<file path="config.mk">
export PLATFORM = sky130hd
export DESIGN_NAME = mux_32
export DESIGN_NICKNAME = d
export VERILOG_FILES = /design/src/rtl/mux_32.sv
export SDC_FILE = /design/constraint.sdc
export NUM_CORES = 1
export LEC_CHECK = 0
export CAP_MARGIN = 40
export CORE_AREA = 10 10 421 423
export CTS_CLUSTER_SIZE = 8
export DETAILED_ROUTE_END_ITERATION = 16
export DIE_AREA = 0 0 431 433
export PLACE_DENSITY = 0.37
export SYNTH_ARGS = -nofsm -noshare
export SYNTH_HDL_FRONTEND = slang
export SYNTH_SLANG_ARGS = --single-unit
</file>
<file path="constraint.sdc">
create_clock -name clk -period 4.15 [get_ports clk]
set_input_delay 0.6225 -clock clk [delete_from_list [all_inputs] [get_ports clk]]
set_output_delay 0.6225 -clock clk [all_outputs]
set_load 0.03 [all_outputs]
</file>
<file path="src/rtl/mux_32.sv">
// 32:1 word multiplexer over a flat packed bus: a zero-latency combinational
// output plus a registered copy carrying the select and a valid flag.
module mux_32 #(
    parameter int unsigned DATA_W = 32,
    parameter int unsigned SEL_W  = 5
) (
    input  logic                              clk,
    input  logic                              rst,
    input  logic [SEL_W-1:0]                  mux_sel,
    input  logic [(2**SEL_W)*DATA_W-1:0]      mux_data_in,
    output logic [DATA_W-1:0]                 mux_data_out,
    output logic [DATA_W-1:0]                 mux_data_out_q,
    output logic [SEL_W-1:0]                  mux_sel_q,
    output logic                              mux_valid_q
);

    localparam int unsigned N = 2**SEL_W;

    logic [DATA_W-1:0] tree [N];
    logic [DATA_W-1:0] mux_data_out_d;
    logic [SEL_W-1:0]  mux_sel_d;
    logic              mux_valid_d;

    // Log-tree of 2:1 muxes, LSB of the select resolves adjacent lane pairs
    // first. Reduction is in place: entry j at each level only reads entries
    // 2j and 2j+1, which have not yet been overwritten at that level.
    always_comb begin
        for (int unsigned i = 0; i < N; i++) begin
            tree[i] = mux_data_in[i*DATA_W +: DATA_W];
        end
        for (int unsigned l = 0; l < SEL_W; l++) begin
            for (int unsigned j = 0; j < (N >> (l + 1)); j++) begin
                tree[j] = mux_sel[l] ? tree[2*j+1] : tree[2*j];
            end
        end
    end

    assign mux_data_out = tree[0];

    always_comb begin
        mux_data_out_d = mux_data_out;
        mux_sel_d      = mux_sel;
        mux_valid_d    = 1'b1;
    end

    always_ff @(posedge clk) begin
        if (rst) begin
            mux_data_out_q <= '0;
            mux_sel_q      <= '0;
            mux_valid_q    <= 1'b0;
        end else begin
            mux_data_out_q <= mux_data_out_d;
            mux_sel_q      <= mux_sel_d;
            mux_valid_q    <= mux_valid_d;
        end
    end

endmodule

</file>
==> out/results.ini, run 1 <==
[floorplan]
die_area_sq_mm=0.1866
initial_core_util_pct=5.887
core_sq_mm=0.1687
rows=151
die_w_microns=431
io_pins=1101
dieHeight_microns=433

[setup_path]
start_kind=input port
critPathArrivalTime_ns=3.42
cp_max_fo=18
crit_path_end_kind=primary output
crit_required_ns=3.53
criticalPathCategory=input port to primary output

[clocking]
post_cts_buffers=0
clock-sinks=38
cts_inserted_buffers=5
h-tree-depth=2
clock_path_buffers=2
cts_resized=8
root_buffer=clkbuf_16
cts_tree=done
holdBufCountCts=0
clk_pin_slew_worst_paths_ns=0.08

[detailed_routing]
vias=14841
wl_per_cell_microns=32.47
drt_iter0_drc=881
post-route-drc-count=0
ant_nets=0
routed_via_density=3.271
dr.pass1.iters=5
wirelength_mm=147.3

[yosys]
synth_xor_area_share_pct=0
synth_area_sq_mm=0.009932
synthAdderAreaFrac_pct=0
synth_top_family_by_area=multiplexers
yosys_warnings=0
ys_seq_area_share_pct=7.659
synth_mux_area_share_pct=51.60
synth-simple-area-share_pct=6.815
synth_nets=2172
netlist_instances=1141
synth_cell_types=20
ys_ff_latch=38
avgSynthCellArea_sq_um=8.705
synth_compound_area_share_pct=25.80

[placed_design]
pre_cts_ws_ns=-0.3066
dpl.cell_count=4521
place_area_sq_mm=0.02499
dpl.hpwl_mm=134.1
gp_congestion=0.8777
port_buffers=1100

[sta]
worst_slack_ns=0.1075
whs_ns=0.9365
min_period_over_period_pct=97.41
period_needed_ns=4.042
tightest_slew_ns=0.9390
setup_viol=0
fmax_ghz=0.2474
drv_slew=0
rsz0062_at_grt=no
finalHoldViolCount=0
relSlewSlack_pct=37.20

[power_and_ir_drop]
power_density_mw_per_mm2=161.9
irDropWorstVdd_uv=168.3
p_leak_nw=9.783

[min_path]
whs_endpoint=mux_sel_q[1]
hold_path.class=input port to flop
hp-start=mux_sel[1]
min_path_cells=3

[finish]
nNetsFinal=3341
syn2layout_area_growth_pct=154.2
fin_cells=4537
drive_gt1_share_pct=11.99
fin_area_sq_mm=0.02525
postLayoutCoreUtil_pct=14.97
fillers=19255

[grt]
grt_usage_pct=14.81
grt_pass1_wl_mm=180.0
grt_max_degree=43
grt-ovfl-total=0
grt_pass1_vias=16095
antenna_found_initial=62

[outcome]
status=finished, final reports clean

[job]
max_cap_viol_count=0

[Yosys cell counts (all sizes together)]
| cell type | instances | share of area, % |
|---|---|---|
| clkbuf | 58 | 2.3 |
| nand2b | 2 | 0.13 |
| nor2 | 1 | 0.038 |
| buf | 71 | 5.8 |
| inv | 1 | 0.038 |
| and2 | 33 | 2.1 |
| a22oi | 256 | 19 |
| nand2 | 1 | 0.038 |
| or2 | 1 | 0.063 |
| mux2i | 512 | 52 |
| dfxtp | 38 | 7.7 |
| a21oi | 128 | 6.4 |
| nor4 | 32 | 4.0 |
| nor2b | 7 | 0.44 |
[report_power, final]
| part | leakage, nW | switching, mW | internal, mW |
|---|---|---|---|
| sequential | 0.318 | 0.0105 | 0.402 |
| combinational | 9.37 | 1.42 | 1.61 |
| clock | 0.0941 | 0.298 | 0.350 |
| total | 9.78 | 1.72 | 2.36 |
[layout by cell type, fill, tap and decap left out, types with 8 or more instances in the layout]
cell             netlist  final
a21oi_1              128    127
a22oi_1              256    255
and2_1                33     32
buf_12                 1     53
buf_4                 26    168
clkdlybuf4s50_1        0   1067
dfxtp_1               38     38
diode_2                0      8
mux2i_1              512    510
nor4_2                32     28
[registers in the layout, indices dropped and copies added, names as in the netlist]
| signal | cells |
|---|---|
| mux_valid_q | 1 |
| mux_data_out_q | 32 |
| mux_sel_q | 5 |
[worst max path at each step]
stage | from | slack [ns] | end | depth (start not counted)
finish | mux_sel[0] | 0.11 | mux_data_out[28] | 10
global route | mux_sel[0] | 0.02 | mux_data_out[0] | 10
CTS | mux_sel[0] | 0.02 | mux_data_out[20] | 10
detailed placement | mux_sel[1] | -0.31 | mux_data_out[26] | 9
global placement | mux_sel[1] | -0.32 | mux_data_out[26] | 9
floorplan | mux_sel[1] | 1.39 | mux_data_out[20] | 7
[area by class of cell]
cell class	instances	area [sq um]	share of cell area, %
timing repair buffer	1291	13040	51.66
multi-input combinational	973	8453	33.48
tap	2218	2775	10.99
sequential	38	760.7	3.013
clock buffer	5	125.1	0.4955
clock inverter	3	68.82	0.2725
antenna	8	20.02	0.07928
inverter	1	3.754	0.01487
[critical path: stages]
cell and delay [ns]:
clkdlybuf4s50_1 0.63, and2_4 0.32, buf_12 0.17, buf_12 0.18, buf_4 0.18, a22oi_1 0.24
a21oi_1 0.15, nor4_2 0.49, buf_4 0.24, buf_12 0.13
[layer usage]
layer | track usage [%] | vias up | part of all wire, % | wire (microns)
met3 | 4.168 | 125 | 6.7 | 9807
met1 | 16.89 | 7081 | 39 | 58090
li1 | - | 6891 | - | -
met4 | 1.635 | 58 | 0.99 | 1461
met2 | 27.94 | 686 | 53 | 77600
met5 | 0 | - | 0.23 | 339
[logic make-up (layout without fill, tap and decap cells)]
| family | count (synthesis) | in the layout |
|---|---|---|
| flops | 38 | 38 |
| mux | 512 | 512 |
| buf+inv | 130 | 1300 |
| simple gates | 77 | 77 |
| compound gates | 384 | 384 |
| other cells | 0 | 8 |
[through the flow]
| stage | total power [mW] | setup TNS (ns) |
|---|---|---|
| floorplan | 1.380 | 0 |
| global placement | 3.515 | -1.304 |
| detailed placement | 3.518 | -0.9092 |
| CTS | 4.247 | 0 |
| global route | 4.319 | 0 |
| finish | 4.088 | 0 |
Power figures use the tool's default switching activity.
==> run 2, diff against run 1 <==
--- a/config.mk
+++ b/config.mk
@@ -10,7 +10,6 @@
 export CTS_CLUSTER_SIZE = 8
 export DETAILED_ROUTE_END_ITERATION = 16
 export DIE_AREA = 0 0 431 433
-export PLACE_DENSITY = 0.37
 export SYNTH_ARGS = -nofsm -noshare
 export SYNTH_HDL_FRONTEND = slang
 export SYNTH_SLANG_ARGS = --single-unit
==> run 2 against run 1 <==
- sequential power is essentially flat
- via count grew 6.0%
- cell count is essentially flat
- count of clock-buffer cells in the layout grew 1
- maximum frequency shrank 2.5%
- total power grew 0.36%
- clock power shrank 2%
- die area is the same
- first-iteration DRC count grew 60%
- sequential share of layout area is essentially flat
- cell area shrank 0.26%
- critical path type unchanged
- critical endpoint is now mux_data_out[18]
==> out/results.ini, run 2 (synthesis gave the netlist of run 1 again) <==
[outcome]
status=finished, final reports clean

[power_and_ir_drop]
swShare_pct=41.51  ; -0.69 points
irDropWorstVdd_uv=227.2  ; +35%
seqPwrFrac_pct=10.1  ; about the same
p_comb_share_pct=74.5  ; +0.4 points
power_density_mw_per_mm2=162.9  ; +0.62%
total_power_mw=4.103  ; +0.36%
p_leak_nw=9.718  ; -0.66%
clockPowerShare_pct=15.5  ; -0.3 points
switching_power_mw=1.703  ; -1.3%
p_int_mw=2.400  ; +1.5%

[sta]
fmax_ghz=0.2412  ; -2.5%
finalHoldViolCount=0  ; unchanged
rsz0062_at_grt=yes
drv_slew=0  ; unchanged
tightest_slew_ns=1.015  ; +0.07626 ns
relSlewSlack_pct=32.32  ; -4.9 points
whs_ns=0.9512  ; +0.01473 ns
setup_viol=0  ; unchanged
min_period_over_period_pct=99.92  ; +2.5 points
period_needed_ns=4.147  ; +0.1041 ns

[grt]
grt_pass1_wl_mm=185.0  ; +2.8%
grt_max_degree=52  ; +21%
antenna_found_initial=95  ; +53%
grt-ovfl-total=0  ; unchanged
grt_usage_pct=15.25  ; +0.44 points
grt_pass1_vias=16263  ; +1.0%

[setup_path]
criticalPathCategory=input port to primary output
cp_max_fo=50  ; +32
critPathArrivalTime_ns=3.52  ; +0.10 ns
crit_path_cell_trace=dlygate4sd2_1 -> nor2b_4 -> buf_12 -> buf_4 -> a22oi_1 -> a21oi_1 -> nor4_2 -> buf_12
cp_common_cell=buf_12
critPathBufInv=4  ; -2
critPathTopFamily=buffers and inverters
slowest_delay_ns=0.54  ; -0.09 ns
crit_path_end_kind=primary output
crit_required_ns=3.53  ; about the same
start_kind=input port
slowest_stage=nor4_2

[clocking]
cts_tree=done
holdBufCountCts=0  ; unchanged
h-tree-depth=2  ; unchanged
cts_inserted_buffers=5  ; unchanged
clock_path_buffers=2  ; unchanged
root_buffer=clkbuf_16
clk_pin_slew_worst_paths_ns=0.08  ; about the same
clock-sinks=38  ; unchanged

[detailed_routing]
vias=15735  ; +6.0%
ant_nets=0  ; unchanged
wl_per_cell_microns=33.57  ; +3.4%
drt_iter0_drc=1408  ; +60%
post-route-drc-count=0  ; unchanged
routed_via_density=3.471  ; +6.1%
wirelength_mm=152.2  ; +3.3%
dr.pass1.iters=5  ; unchanged

[finish]
fin_area_sq_mm=0.02519  ; -0.26%
syn2layout_area_growth_pct=153.6
fillers=19138  ; -0.61%
layout_commonest_cell=clkdlybuf4s50_1
postLayoutCoreUtil_pct=14.93  ; -0.039 points
largest_reg_flops=32  ; unchanged
fin_cells=4533  ; -0.088%
regMostFlops=mux_data_out_q
drive_gt1_share_pct=11.58  ; -0.41 points
layout_common_cells=1065 x clkdlybuf4s50_1, 512 x mux2i_1, 251 x a22oi_1
largestRegisters=mux_data_out_q: 32 flops, mux_sel_q: 5 flops, mux_valid_q: 1 flops
nNetsFinal=3327  ; -0.42%

[floorplan]
core_sq_mm=0.1687  ; unchanged
die_w_microns=431  ; unchanged
rows=151  ; unchanged
io_pins=1101  ; unchanged
dieHeight_microns=433  ; unchanged
initial_core_util_pct=5.887  ; unchanged
die_area_sq_mm=0.1866  ; unchanged

[min_path]
hold_path.class=input port to flop

[placed_design]
port_buffers=1100  ; unchanged
dpl.hpwl_mm=138.0  ; +2.9%
dpl.cell_count=4505  ; -0.35%
gp_congestion=0.9935  ; +13%
place_area_sq_mm=0.02487  ; -0.46%

[job]
max_cap_viol_count=0  ; unchanged

[run 2: cell count changes in the layout (fill, tap and decap cells not counted), sizes merged]
cell	before	now
buf	224	209
clkdlybuf4s50	1067	1065
diode	8	18
clkbuf	5	7
dlygate4sd2	0	2
clkinv	1	0
[run 2: layout make-up]
cell class | instances | area, sq um | share of cell area [%]
Timing Repair Buffer | 1277 | 12940 | 51.38
Multi-Input combinational cell | 973 | 8461 | 33.59
Clock buffer | 6 | 138.9 | 0.5514
Tap cell | 2218 | 2775 | 11.02
Sequential cell | 38 | 760.7 | 3.021
Clock inverter | 2 | 60.06 | 0.2385
Antenna cell | 18 | 45.04 | 0.1788
Inverter | 1 | 3.754 | 0.01490
[run 2: repair_timing]
action | in CTS | in global routing
endpoints found under the setup margin | 29 | 1
buffers inserted | 0 | 0
pin swaps | 0 | 1
gates resized for setup | 11 | 1
[run 2: final timing paths]
path	start	cells after the start	end	slack (ns)
worst max-delay path	mux_sel[0]	8	mux_data_out[18]	0.003
worst min-delay path	mux_sel[2]	2	mux_sel_q[2]	0.95
[run 2: stage by stage]
step	setup WS (ns)	setup TNS [ns]
after floorplan	1.386	0
after global placement	-0.7195	-7.694
after detailed placement	-0.6138	-4.785
after CTS	0.002280	0
after global routing	-0.00007883	-0.00007883
final	0.003455	0
[run 2: routing by layer]
layer / routed length [microns] / vias up / share of wire, % / global-route usage [%]
li1: - / 6872 / - / -
met1: 61120 / 7650 / 40 / 18.48
met2: 74750 / 968 / 49 / 26.34
met3: 13190 / 177 / 8.7 / 4.756
met4: 2696 / 68 / 1.8 / 3.197
met5: 414 / - / 0.27 / 0
[run 2: power by group through the flow]
stage / Clock (mW) / Combinational (mW) / Sequential [mW]
floorplan: 0 / 0.883 / 0.497
global placement: 0 / 3.07 / 0.421
detailed placement: 0 / 3.08 / 0.421
CTS: 0.669 / 3.09 / 0.413
global route: 0.668 / 3.19 / 0.416
finish: 0.635 / 3.06 / 0.413
==> run 3, diff against run 2 <==
--- a/config.mk
+++ b/config.mk
@@ -5,7 +5,6 @@
 export SDC_FILE = /design/constraint.sdc
 export NUM_CORES = 1
 export LEC_CHECK = 0
-export CAP_MARGIN = 40
 export CORE_AREA = 10 10 421 423
 export CTS_CLUSTER_SIZE = 8
 export DETAILED_ROUTE_END_ITERATION = 16
==> run 3 against run 2 <==
- largest cell class unchanged
- count of clock-buffer cells in the layout unchanged
- critical path type unchanged
- first-iteration DRC count down 8.2%
- critical path depth down 1
- via count down 1.4%
- routed wire length about the same
==> out/results.ini, run 3 (synthesis gave the netlist of run 1 again) <==
[detailed_routing]
dr.pass1.iters=5  ; unchanged
drt_iter0_drc=1293  ; -8.2%
ant_nets=0  ; unchanged
post-route-drc-count=0  ; unchanged
routed_via_density=3.431  ; -1.1%
wirelength_mm=152.2  ; about the same
wl_per_cell_microns=33.65  ; +0.25%
vias=15520  ; -1.4%

[placed_design]
dpl.cell_count=4498  ; -0.16%
dpl.hpwl_mm=138.0  ; about the same
gp_congestion=0.9935  ; unchanged
port_buffers=1100  ; unchanged

[grt]
grt_max_degree=52  ; unchanged
grt-ovfl-total=0  ; unchanged
grt_usage_pct=15.22  ; -0.032 points
grt_pass1_wl_mm=183.7  ; -0.74%
grt_pass1_vias=16024  ; -1.5%
antenna_found_initial=104  ; +9.5%

[sta]
finalHoldViolCount=0  ; unchanged
min_period_over_period_pct=99.99  ; about the same
tightest_slew_ns=1.013  ; -0.002087 ns
fmax_ghz=0.2410  ; about the same
relSlewSlack_pct=32.46  ; +0.14 points
drv_slew=0  ; unchanged
setup_viol=0  ; unchanged
period_needed_ns=4.150  ; +0.003237 ns
rsz0062_at_grt=yes

[floorplan]
rows=151  ; unchanged
die_w_microns=431  ; unchanged
dieHeight_microns=433  ; unchanged
initial_core_util_pct=5.887  ; unchanged
io_pins=1101  ; unchanged
core_sq_mm=0.1687  ; unchanged
die_area_sq_mm=0.1866  ; unchanged

[setup_path]
critPathBufInv=3  ; -1
slowest_stage=a22oi_1
crit_required_ns=3.53  ; about the same
slowest_delay_ns=0.70  ; +0.16 ns
crit_path_end=mux_data_out[22]
critPathArrivalTime_ns=3.53  ; about the same
cp_max_fo=50  ; unchanged
crit_path_start=mux_sel[0]
criticalPathCategory=input port to primary output
crit_path_end_kind=primary output
cp_common_cell=buf_12
start_kind=input port
critPathTopFamily=buffers and inverters
crit_path_cell_trace=dlygate4sd2_1 -> nor2_4 -> buf_12 -> a22oi_1 -> a21oi_1 -> nor4_4 -> buf_12
cp.depth=7  ; -1

[clocking]
cts_inserted_buffers=5  ; unchanged
clock_path_buffers=2  ; unchanged
post_cts_buffers=0  ; unchanged
cts_tree=done
cts_resized=11  ; unchanged
clk_pin_slew_worst_paths_ns=0.08  ; about the same
clock-sinks=38  ; unchanged
holdBufCountCts=0  ; unchanged
root_buffer=clkbuf_16
h-tree-depth=2  ; unchanged

[finish]
largestRegisters=mux_data_out_q: 32 flops, mux_sel_q: 5 flops, mux_valid_q: 1 flops
syn2layout_area_growth_pct=152.9
drive_gt1_share_pct=11.41  ; -0.17 points
nNetsFinal=3318  ; -0.27%
regMostFlops=mux_data_out_q
largest_reg_flops=32  ; unchanged
layout_commonest_cell=clkdlybuf4s50_1
fin_cells=4523  ; -0.22%
layout_common_cells=1065 x clkdlybuf4s50_1, 512 x mux2i_1, 251 x a22oi_1

[power_and_ir_drop]
total_power_mw=4.090  ; -0.30%
p_leak_nw=9.670  ; -0.49%
irDropWorstVdd_uv=158.1  ; -30%
power_density_mw_per_mm2=162.8  ; about the same

[min_path]
hold_path.class=input port to flop

[outcome]
status=finished, final reports clean

[job]
max_cap_viol_count=0  ; unchanged

## run 3: cell count changes in the layout (fill, tap and decap cells not counted), sizes merged
cell    delta
buf        -8
clkbuf     -1
diode      -1
## run 3: cell type report
class                      count  area (sq um)
clock buffer                   6         138.9
timing repair buffer        1268         12860
fill                       19148        143600
tap                         2218          2775
multi-input combinational    973          8484
inverter                       1         3.754
sequential                    38         760.7
antenna                       17         42.54
clock inverter                 2         60.06
## run 3: metrics by stage
step	setup WS [ns]	util [%]	hold WS [ns]	cell area (sq um)	TNS, ns
2_1_floorplan	1.386	-	0.6941	9932	0
3_5_place_dp	-0.6198	14.70	1.427	24800	-6.159
5_1_grt	-0.001227	14.88	1.005	25100	-0.001227
4_1_cts	0.0002252	14.85	0.9972	25050	0
3_3_place_gp	-0.7195	14.70	1.408	24800	-7.694
6_report	0.0002183	14.89	0.9559	25120	0
## run 3: how the worst min path moves through the flow
| stage | from | end | slack (ns) | cells after the start |
|---|---|---|---|---|
| CTS | mux_sel[2] | mux_sel_q[2] | 1.0 | 2 |
| floorplan | rst | mux_sel_q[0] | 0.69 | 1 |
| global placement | mux_sel[3] | mux_sel_q[3] | 1.41 | 2 |
| global route | mux_sel[2] | mux_sel_q[2] | 1.01 | 2 |
| detailed placement | rst | mux_sel_q[3] | 1.43 | 2 |
| finish | mux_sel[2] | mux_sel_q[2] | 0.96 | 2 |
## run 3: per-layer routing
metal / GRT usage, % / vias up / wire, microns
met5: 0 / - / 452
met4: 2.790 / 72 / 2748
met3: 5.286 / 184 / 14600
met2: 26.46 / 973 / 74760
met1: 18.13 / 7438 / 59650
li1: - / 6853 / -
## run 3: power by group
part           switching [mW]  total (mW)  internal (mW)
logic                    1.43        3.05           1.63
clock network           0.262       0.626          0.364
registers              0.0104       0.413          0.402
total                    1.70        4.09           2.39
